## src/rtl/apple_spawner_if.sv

```systemverilog
// Snake-side bus of the apple spawner: body snapshot in, apple/grow/score out.
interface apple_spawner_if #(
  parameter int unsigned SEGMENTS = 10
);
  localparam int unsigned SEG_W = 11;

  logic                        move_pulse;
  logic [SEG_W*SEGMENTS-1:0]   snake_flat;
  logic [3:0]                  snake_len;
  logic [5:0]                  apple_x;
  logic [4:0]                  apple_y;
  logic                        apple_valid;
  logic                        grow;
  logic [7:0]                  score;
  logic                        busy;

  // Movement logic side.
  modport master (
    output move_pulse, snake_flat, snake_len,
    input  apple_x, apple_y, apple_valid, grow, score, busy
  );

  // Apple spawner side.
  modport slave (
    input  move_pulse, snake_flat, snake_len,
    output apple_x, apple_y, apple_valid, grow, score, busy
  );
endinterface

```

## src/rtl/apple_spawner.sv

```systemverilog
// Apple spawner: eat detection, grow strobe, saturating score and LFSR-based
// respawn that rejects off-grid and on-body candidates, falling back to a
// raster sweep after too many rejections.
module apple_spawner #(
  parameter int unsigned GRID_W    = 40,
  parameter int unsigned GRID_H    = 30,
  parameter int unsigned SEGMENTS  = 10,
  parameter logic [15:0] LFSR_SEED = 16'hACE1,
  parameter int unsigned INIT_X    = 30,
  parameter int unsigned INIT_Y    = 10,
  parameter int unsigned MAX_TRIES = 64
) (
  input  logic           clk,
  input  logic           reset_n,
  apple_spawner_if.slave sp
);

  localparam int unsigned X_W    = 6;
  localparam int unsigned Y_W    = 5;
  localparam int unsigned SEG_W  = X_W + Y_W;
  localparam int unsigned IDX_W  = 4;
  localparam int unsigned SLOTS  = 1 << IDX_W;
  localparam int unsigned NSEG   = (SEGMENTS < SLOTS) ? SEGMENTS : SLOTS;
  localparam int unsigned TRY_W  = $clog2(MAX_TRIES + 1);
  localparam int unsigned SCORE_W = 8;
  localparam logic [15:0] LFSR_TAPS = 16'hB400;

  typedef struct packed {
    logic [Y_W-1:0] y;
    logic [X_W-1:0] x;
  } coord_t;

  typedef enum logic [1:0] {
    S_HOLD,
    S_GEN,
    S_SCAN,
    S_COMMIT
  } state_e;

  state_e               state_q,  state_d;
  logic [15:0]          lfsr_q,   lfsr_d;
  logic [TRY_W-1:0]     try_q,    try_d;
  coord_t               sweep_q,  sweep_d;
  coord_t               cand_q,   cand_d;
  logic [IDX_W-1:0]     idx_q,    idx_d;
  logic                 pend_q,   pend_d;
  coord_t               apple_q,  apple_d;
  logic                 valid_q,  valid_d;
  logic                 grow_q,   grow_d;
  logic [SCORE_W-1:0]   score_q,  score_d;
  logic                 busy_q,   busy_d;

  coord_t               seg_a [SLOTS];
  coord_t               seg_cur;
  coord_t               gen_c;
  logic                 sweep_mode;
  logic                 gen_in_range;
  logic [IDX_W-1:0]     last_idx;
  logic [TRY_W-1:0]     try_inc;
  logic [15:0]          lfsr_adv;
  coord_t               sweep_adv;

  // Unpack the body snapshot; unused slots read as zero and are never scanned.
  always_comb begin
    for (int i = 0; i < int'(SLOTS); i++) begin
      seg_a[i] = '0;
    end
    for (int i = 0; i < int'(NSEG); i++) begin
      seg_a[i] = coord_t'(sp.snake_flat[SEG_W*i +: SEG_W]);
    end
  end

  // Helper terms shared by the next-state logic.
  always_comb begin
    seg_cur      = seg_a[idx_q];
    last_idx     = (32'(sp.snake_len) >= NSEG) ? IDX_W'(NSEG - 1) : sp.snake_len;
    try_inc      = (try_q == TRY_W'(MAX_TRIES)) ? try_q : try_q + TRY_W'(1);
    lfsr_adv     = {1'b0, lfsr_q[15:1]} ^ (lfsr_q[0] ? LFSR_TAPS : 16'h0000);
    sweep_mode   = (try_q == TRY_W'(MAX_TRIES));
    gen_c.x      = sweep_mode ? sweep_q.x : lfsr_q[5:0];
    gen_c.y      = sweep_mode ? sweep_q.y : lfsr_q[12:8];
    gen_in_range = (32'(gen_c.x) < GRID_W) && (32'(gen_c.y) < GRID_H);
    sweep_adv    = sweep_q;
    if (sweep_q.x == X_W'(GRID_W - 1)) begin
      sweep_adv.x = '0;
      sweep_adv.y = (sweep_q.y == Y_W'(GRID_H - 1)) ? '0 : sweep_q.y + Y_W'(1);
    end else begin
      sweep_adv.x = sweep_q.x + X_W'(1);
    end
  end

  // Next-state and registered-output logic.
  always_comb begin
    state_d = state_q;
    lfsr_d  = lfsr_adv;
    try_d   = try_q;
    sweep_d = sweep_q;
    cand_d  = cand_q;
    idx_d   = idx_q;
    pend_d  = pend_q;
    apple_d = apple_q;
    valid_d = valid_q;
    grow_d  = 1'b0;
    score_d = score_q;

    case (state_q)
      S_HOLD: begin
        pend_d = 1'b0;
        if ((sp.move_pulse || pend_q) && valid_q && (seg_a[0] == apple_q)) begin
          grow_d  = 1'b1;
          score_d = (score_q == '1) ? score_q : score_q + SCORE_W'(1);
          valid_d = 1'b0;
          try_d   = '0;
          state_d = S_GEN;
        end
      end
      S_GEN: begin
        if (sweep_mode) begin
          sweep_d = sweep_adv;
        end
        if (gen_in_range) begin
          cand_d  = gen_c;
          idx_d   = '0;
          state_d = S_SCAN;
        end else begin
          try_d = try_inc;
        end
      end
      S_SCAN: begin
        if (sp.move_pulse) begin
          idx_d = '0;
        end else if (seg_cur == cand_q) begin
          try_d   = try_inc;
          state_d = S_GEN;
        end else if (idx_q == last_idx) begin
          state_d = S_COMMIT;
        end else begin
          idx_d = idx_q + IDX_W'(1);
        end
      end
      S_COMMIT: begin
        apple_d = cand_q;
        valid_d = 1'b1;
        pend_d  = sp.move_pulse;
        state_d = S_HOLD;
      end
      default: begin
        state_d = S_HOLD;
      end
    endcase

    busy_d = (state_d != S_HOLD);
  end

  // State and output registers.
  always_ff @(posedge clk or negedge reset_n) begin
    if (!reset_n) begin
      state_q <= S_HOLD;
      lfsr_q  <= LFSR_SEED;
      try_q   <= '0;
      sweep_q <= '0;
      cand_q  <= '0;
      idx_q   <= '0;
      pend_q  <= 1'b0;
      apple_q <= coord_t'({Y_W'(INIT_Y), X_W'(INIT_X)});
      valid_q <= 1'b1;
      grow_q  <= 1'b0;
      score_q <= '0;
      busy_q  <= 1'b0;
    end else begin
      state_q <= state_d;
      lfsr_q  <= lfsr_d;
      try_q   <= try_d;
      sweep_q <= sweep_d;
      cand_q  <= cand_d;
      idx_q   <= idx_d;
      pend_q  <= pend_d;
      apple_q <= apple_d;
      valid_q <= valid_d;
      grow_q  <= grow_d;
      score_q <= score_d;
      busy_q  <= busy_d;
    end
  end

  // Drive the bus straight from the registers.
  assign sp.apple_x     = apple_q.x;
  assign sp.apple_y     = apple_q.y;
  assign sp.apple_valid = valid_q;
  assign sp.grow        = grow_q;
  assign sp.score       = score_q;
  assign sp.busy        = busy_q;

endmodule

```

## src/flat_wrapper.sv

```systemverilog
// flat-port wrapper written by rule: the top's interface ports become plain ports
module apple_spawner_flat 
#(
  parameter int unsigned GRID_W    = 40,
  parameter int unsigned GRID_H    = 30,
  parameter int unsigned SEGMENTS  = 10,
  parameter logic [15:0] LFSR_SEED = 16'hACE1,
  parameter int unsigned INIT_X    = 30,
  parameter int unsigned INIT_Y    = 10,
  parameter int unsigned MAX_TRIES = 64
)
  (clk, reset_n, sp_move_pulse, sp_snake_flat, sp_snake_len, sp_apple_x, sp_apple_y, sp_apple_valid, sp_grow, sp_score, sp_busy);
  apple_spawner_if #(.SEGMENTS(SEGMENTS)) sp_i ();
  input  logic clk;
  input  logic reset_n;
  input wire logic [$bits(sp_i.move_pulse)-1:0] sp_move_pulse;
  input wire logic [$bits(sp_i.snake_flat)-1:0] sp_snake_flat;
  input wire logic [$bits(sp_i.snake_len)-1:0] sp_snake_len;
  output wire logic [$bits(sp_i.apple_x)-1:0] sp_apple_x;
  output wire logic [$bits(sp_i.apple_y)-1:0] sp_apple_y;
  output wire logic [$bits(sp_i.apple_valid)-1:0] sp_apple_valid;
  output wire logic [$bits(sp_i.grow)-1:0] sp_grow;
  output wire logic [$bits(sp_i.score)-1:0] sp_score;
  output wire logic [$bits(sp_i.busy)-1:0] sp_busy;
  assign sp_i.move_pulse = sp_move_pulse;
  assign sp_i.snake_flat = sp_snake_flat;
  assign sp_i.snake_len = sp_snake_len;
  assign sp_apple_x = sp_i.apple_x;
  assign sp_apple_y = sp_i.apple_y;
  assign sp_apple_valid = sp_i.apple_valid;
  assign sp_grow = sp_i.grow;
  assign sp_score = sp_i.score;
  assign sp_busy = sp_i.busy;
  apple_spawner #(.GRID_W(GRID_W), .GRID_H(GRID_H), .SEGMENTS(SEGMENTS), .LFSR_SEED(LFSR_SEED), .INIT_X(INIT_X), .INIT_Y(INIT_Y), .MAX_TRIES(MAX_TRIES)) u_core (.clk(clk), .reset_n(reset_n), .sp(sp_i));
endmodule
```

## config.mk

```make
export PLATFORM = sky130hd
export DESIGN_NAME = apple_spawner_flat
export DESIGN_NICKNAME = d
export VERILOG_FILES = /design/src/rtl/apple_spawner_if.sv /design/src/rtl/apple_spawner.sv /design/src/flat_wrapper.sv
export SDC_FILE = /design/constraint.sdc
export NUM_CORES = 1
export LEC_CHECK = 0
export BUFFER_PORTS_ARGS = -buffer_cell sky130_fd_sc_hd__buf_2
export CORE_UTILIZATION = 40
export DETAILED_ROUTE_END_ITERATION = 10
export PLACE_DENSITY = 0.76
export REMOVE_ABC_BUFFERS = 1
export SETUP_SLACK_MARGIN = 0.2
export SLEW_MARGIN = 20
export SYNTH_ARGS = -nofsm -noshare
export SYNTH_HDL_FRONTEND = slang
export SYNTH_SLANG_ARGS = --single-unit
```

## constraint.sdc

```tcl
create_clock -name clk -period 3.4 [get_ports clk]
set_input_delay 0.34 -clock clk [delete_from_list [all_inputs] [get_ports clk]]
set_output_delay 0.34 -clock clk [all_outputs]
set_load 0.005 [all_outputs]
```

==> run metrics <==
status=completed; FF/Latch Area=1874 sq um; via count=approximately 4200; Adder-Cell Fraction of Synth Area=3.197%; largest net degree at the start of global routing=39; CTS Sinks=74; first-pass GRT wire length=19290 um; max frequency=around 310 MHz; Area growth, synth to finish=26.05%; multi-input logic area=2703 sq um; H-tree depth=3; Post-Syn Instances=~450; CTS buffer count=9; Max rail drop VDD=approximately 0.21 mV; Final Cycle Share=93.70%; most frequent cells in the layout=138 x buf_2, 58 x dfrtp_1, 44 x mux2i_1, 40 x nand2_1, 32 x o21ai_0; Worst-path clk slew=0.05 ns; CP Capture Type=flip-flop; Top Ports=around 140; Slew Viols, Final=0; WHS=0.1285 ns; Setup CP Type=flip-flop to flip-flop; Synth Area in Simple Gates=14.28%; Fin. Hold Viols=0; TNS Setup=0 ns; DR vias/cell=5.630; # nets final=722; # fillers=1010; Hold Crit Class=input pin to async pin; DRT Pass-1 Iters=4; Mapped Area=4697 sq um; Worst Setup Start Kind=flip-flop; share of cells above drive strength 1=38.13%; most common cell after layout, fill and taps aside=buf_2; Crit path required time=3.62 ns; I/O Buffers=138; Pwr Density=412.0 nW/um^2; Initial Utilization=between 40 and 50%; vias in the first global route=4054; Setup Skew=roughly 0.0051 ns; Yosys Warn Count=0; initial antenna violation count=0; Mapped Avg Cell Area=10.41 sq um; ant diodes=0; Worst-Skew Late Latency=0.33 ns; ys async rst share=100.0%; Rel. slew slack=between 40% and 50%; CP arrival=between 3 and 4 ns; register bit count reported by yosys=74; GR Util All Layers=21.19%; hold buffer count at cts=0; Routed WL=~13000 um; final instance area=just under 6000 sq um; post-route ant nets=0; Pleak=2.665 nW; Remaining DRCs=0; post-synthesis compound-gate area fraction=a little over an eighth; post-DP HPWL=9698 um; post-synthesis sequential area ratio=about two fifths; WL/cell=17.31 um; Main synth FF type=dfrtp_1; FP Rows=39; total gr overflow=0; number of flops mapped to enable cells by yosys=0; final RePlAce weighted congestion=0.8854; Die Wd=about 110 um; max-cap viol count=0; Core Area=11420 sq um; Setup Viol. Count Final=0; total chip power=~2.4 mW; Max clock buf depth=2; Crit Path Max Fanout=8; CTS tree=yes; Period minus WS final=3.186 ns; CTS root buf=clkbuf_16; post-synthesis xor/xnor area fraction=5.967%; Post-DP Area=5544 sq um; Least-Margin Pin Slew=0.8699 ns; DIE AREA=about 12000 sq um; RSZ-0062 raised after global routing=yes; final core occ=51.85%; largest family of logic cells by synthesized area=multiplexers; mux contribution to synthesized area=19.93%; Distinct cells, synth=59; die height=110.4 um; drt initial violations=305
## Yosys cell counts, types with 2 or more instances
master	n	area, sq um
a2111oi_0	2	17.52
a21o_1	2	15.01
a21oi_1	8	40.04
a221o_1	3	30.03
a221oi_1	3	26.28
a22o_1	2	17.52
a22oi_1	2	15.01
and2_1	4	25.02
and3_1	7	43.79
buf_1	3	11.26
buf_2	5	25.02
buf_4	4	30.03
clkbuf_1	9	33.78
dfrtp_1	59	1476
dfstp_2	15	394.1
ha_1	12	150.1
inv_1	16	60.06
mux2_2	18	202.7
mux2i_1	44	440.4
mux4_2	13	292.8
nand2_1	40	150.1
nand2b_1	6	37.54
nand3_1	11	55.05
nand3b_1	4	30.03
nand4_1	9	56.30
nor2_1	16	60.06
nor2b_1	6	37.54
nor3_1	9	45.04
nor4_1	7	43.79
o21ai_0	35	175.2
o22a_1	3	26.28
o22ai_1	7	43.79
o31a_1	2	17.52
o31ai_1	7	52.55
or3_1	3	18.77
or4_1	2	15.01
xnor2_1	14	122.6
xor2_1	18	157.7
## worst max-delay path: stages (launching register included)
cell       delay [ns]
dfrtp_1          0.39
or3b_4           0.46
o21a_1           0.22
o2bb2ai_1        0.13
or4_1            0.54
or4_4            0.47
o31a_1           0.36
o31a_1           0.32
a31o_1           0.18
## area by class of cell
type | instances | area share (%)
clock buffers | 13 | 4.057
clock inverters | 3 | 0.2959
inverters | 16 | 1.014
multi-input cells | 339 | 45.65
flip-flops and latches | 74 | 31.66
well taps | 143 | 3.022
repair buffers | 153 | 14.31
## final timing paths
check	startpoint	endpoint	slack, ns	depth (start not counted)
setup / recovery	u_core.idx_q[1]	u_core.try_q[4]	0.21	8
hold / removal	reset_n	u_core.try_q[0]	0.13	1
setup reg to reg	u_core.idx_q[1]	u_core.try_q[4]	0.21	8
hold reg to reg	u_core.lfsr_q[7]	u_core.lfsr_q[6]	0.36	0
max in group asynchronous	reset_n	u_core.lfsr_q[15]	2.52	2
min in group clk	u_core.lfsr_q[7]	u_core.lfsr_q[6]	0.36	0
## state kept, by name (all words and copies together) (netlist names), 4 cells and up
signal and flops:
u_core.lfsr_q 16, u_core.sp.apple_x 6, u_core.try_q 7, u_core.sp.score 8, u_core.cand_q 11, u_core.sweep_q 11
u_core.idx_q 4, u_core.sp.apple_y 5
## where the power goes
| part | total (mW) | internal (mW) | switching (mW) |
|---|---|---|---|
| registers | 0.944 | 0.915 | 0.0285 |
| logic | 0.663 | 0.319 | 0.344 |
| clock network | 0.833 | 0.492 | 0.341 |
| total | 2.44 | 1.73 | 0.713 |
## stage by stage
stage,std cells,setup WS [ns]
after floorplan,429,-0.5207
after global placement,720,0.03718
after detailed placement,720,0.02630
after CTS,740,0.2172
after global routing,741,0.1525
final,741,0.2140
## what timing repair did
| item | CTS | global route |
|---|---|---|
| setup buffers | 4 | 1 |
| setup endpoints to repair | 11 | 10 |
| gates resized for setup | 6 | 13 |
| gates cloned | 0 | 0 |
| pin swaps | 2 | 0 |
## layer usage
metal,track usage [%],wire length (um)
met5,0,0
met4,9.023,351
met3,3.586,791
met2,38.55,6545
met1,24.38,5141
## kinds of logic after synthesis
group,after synthesis
xor+xnor,32
fa+ha+maj,12
flops,74
buf+inv,38
compound gates,91
mux,75
simple gates,129
No activity file was read; power rests on OpenSTA's default activity.
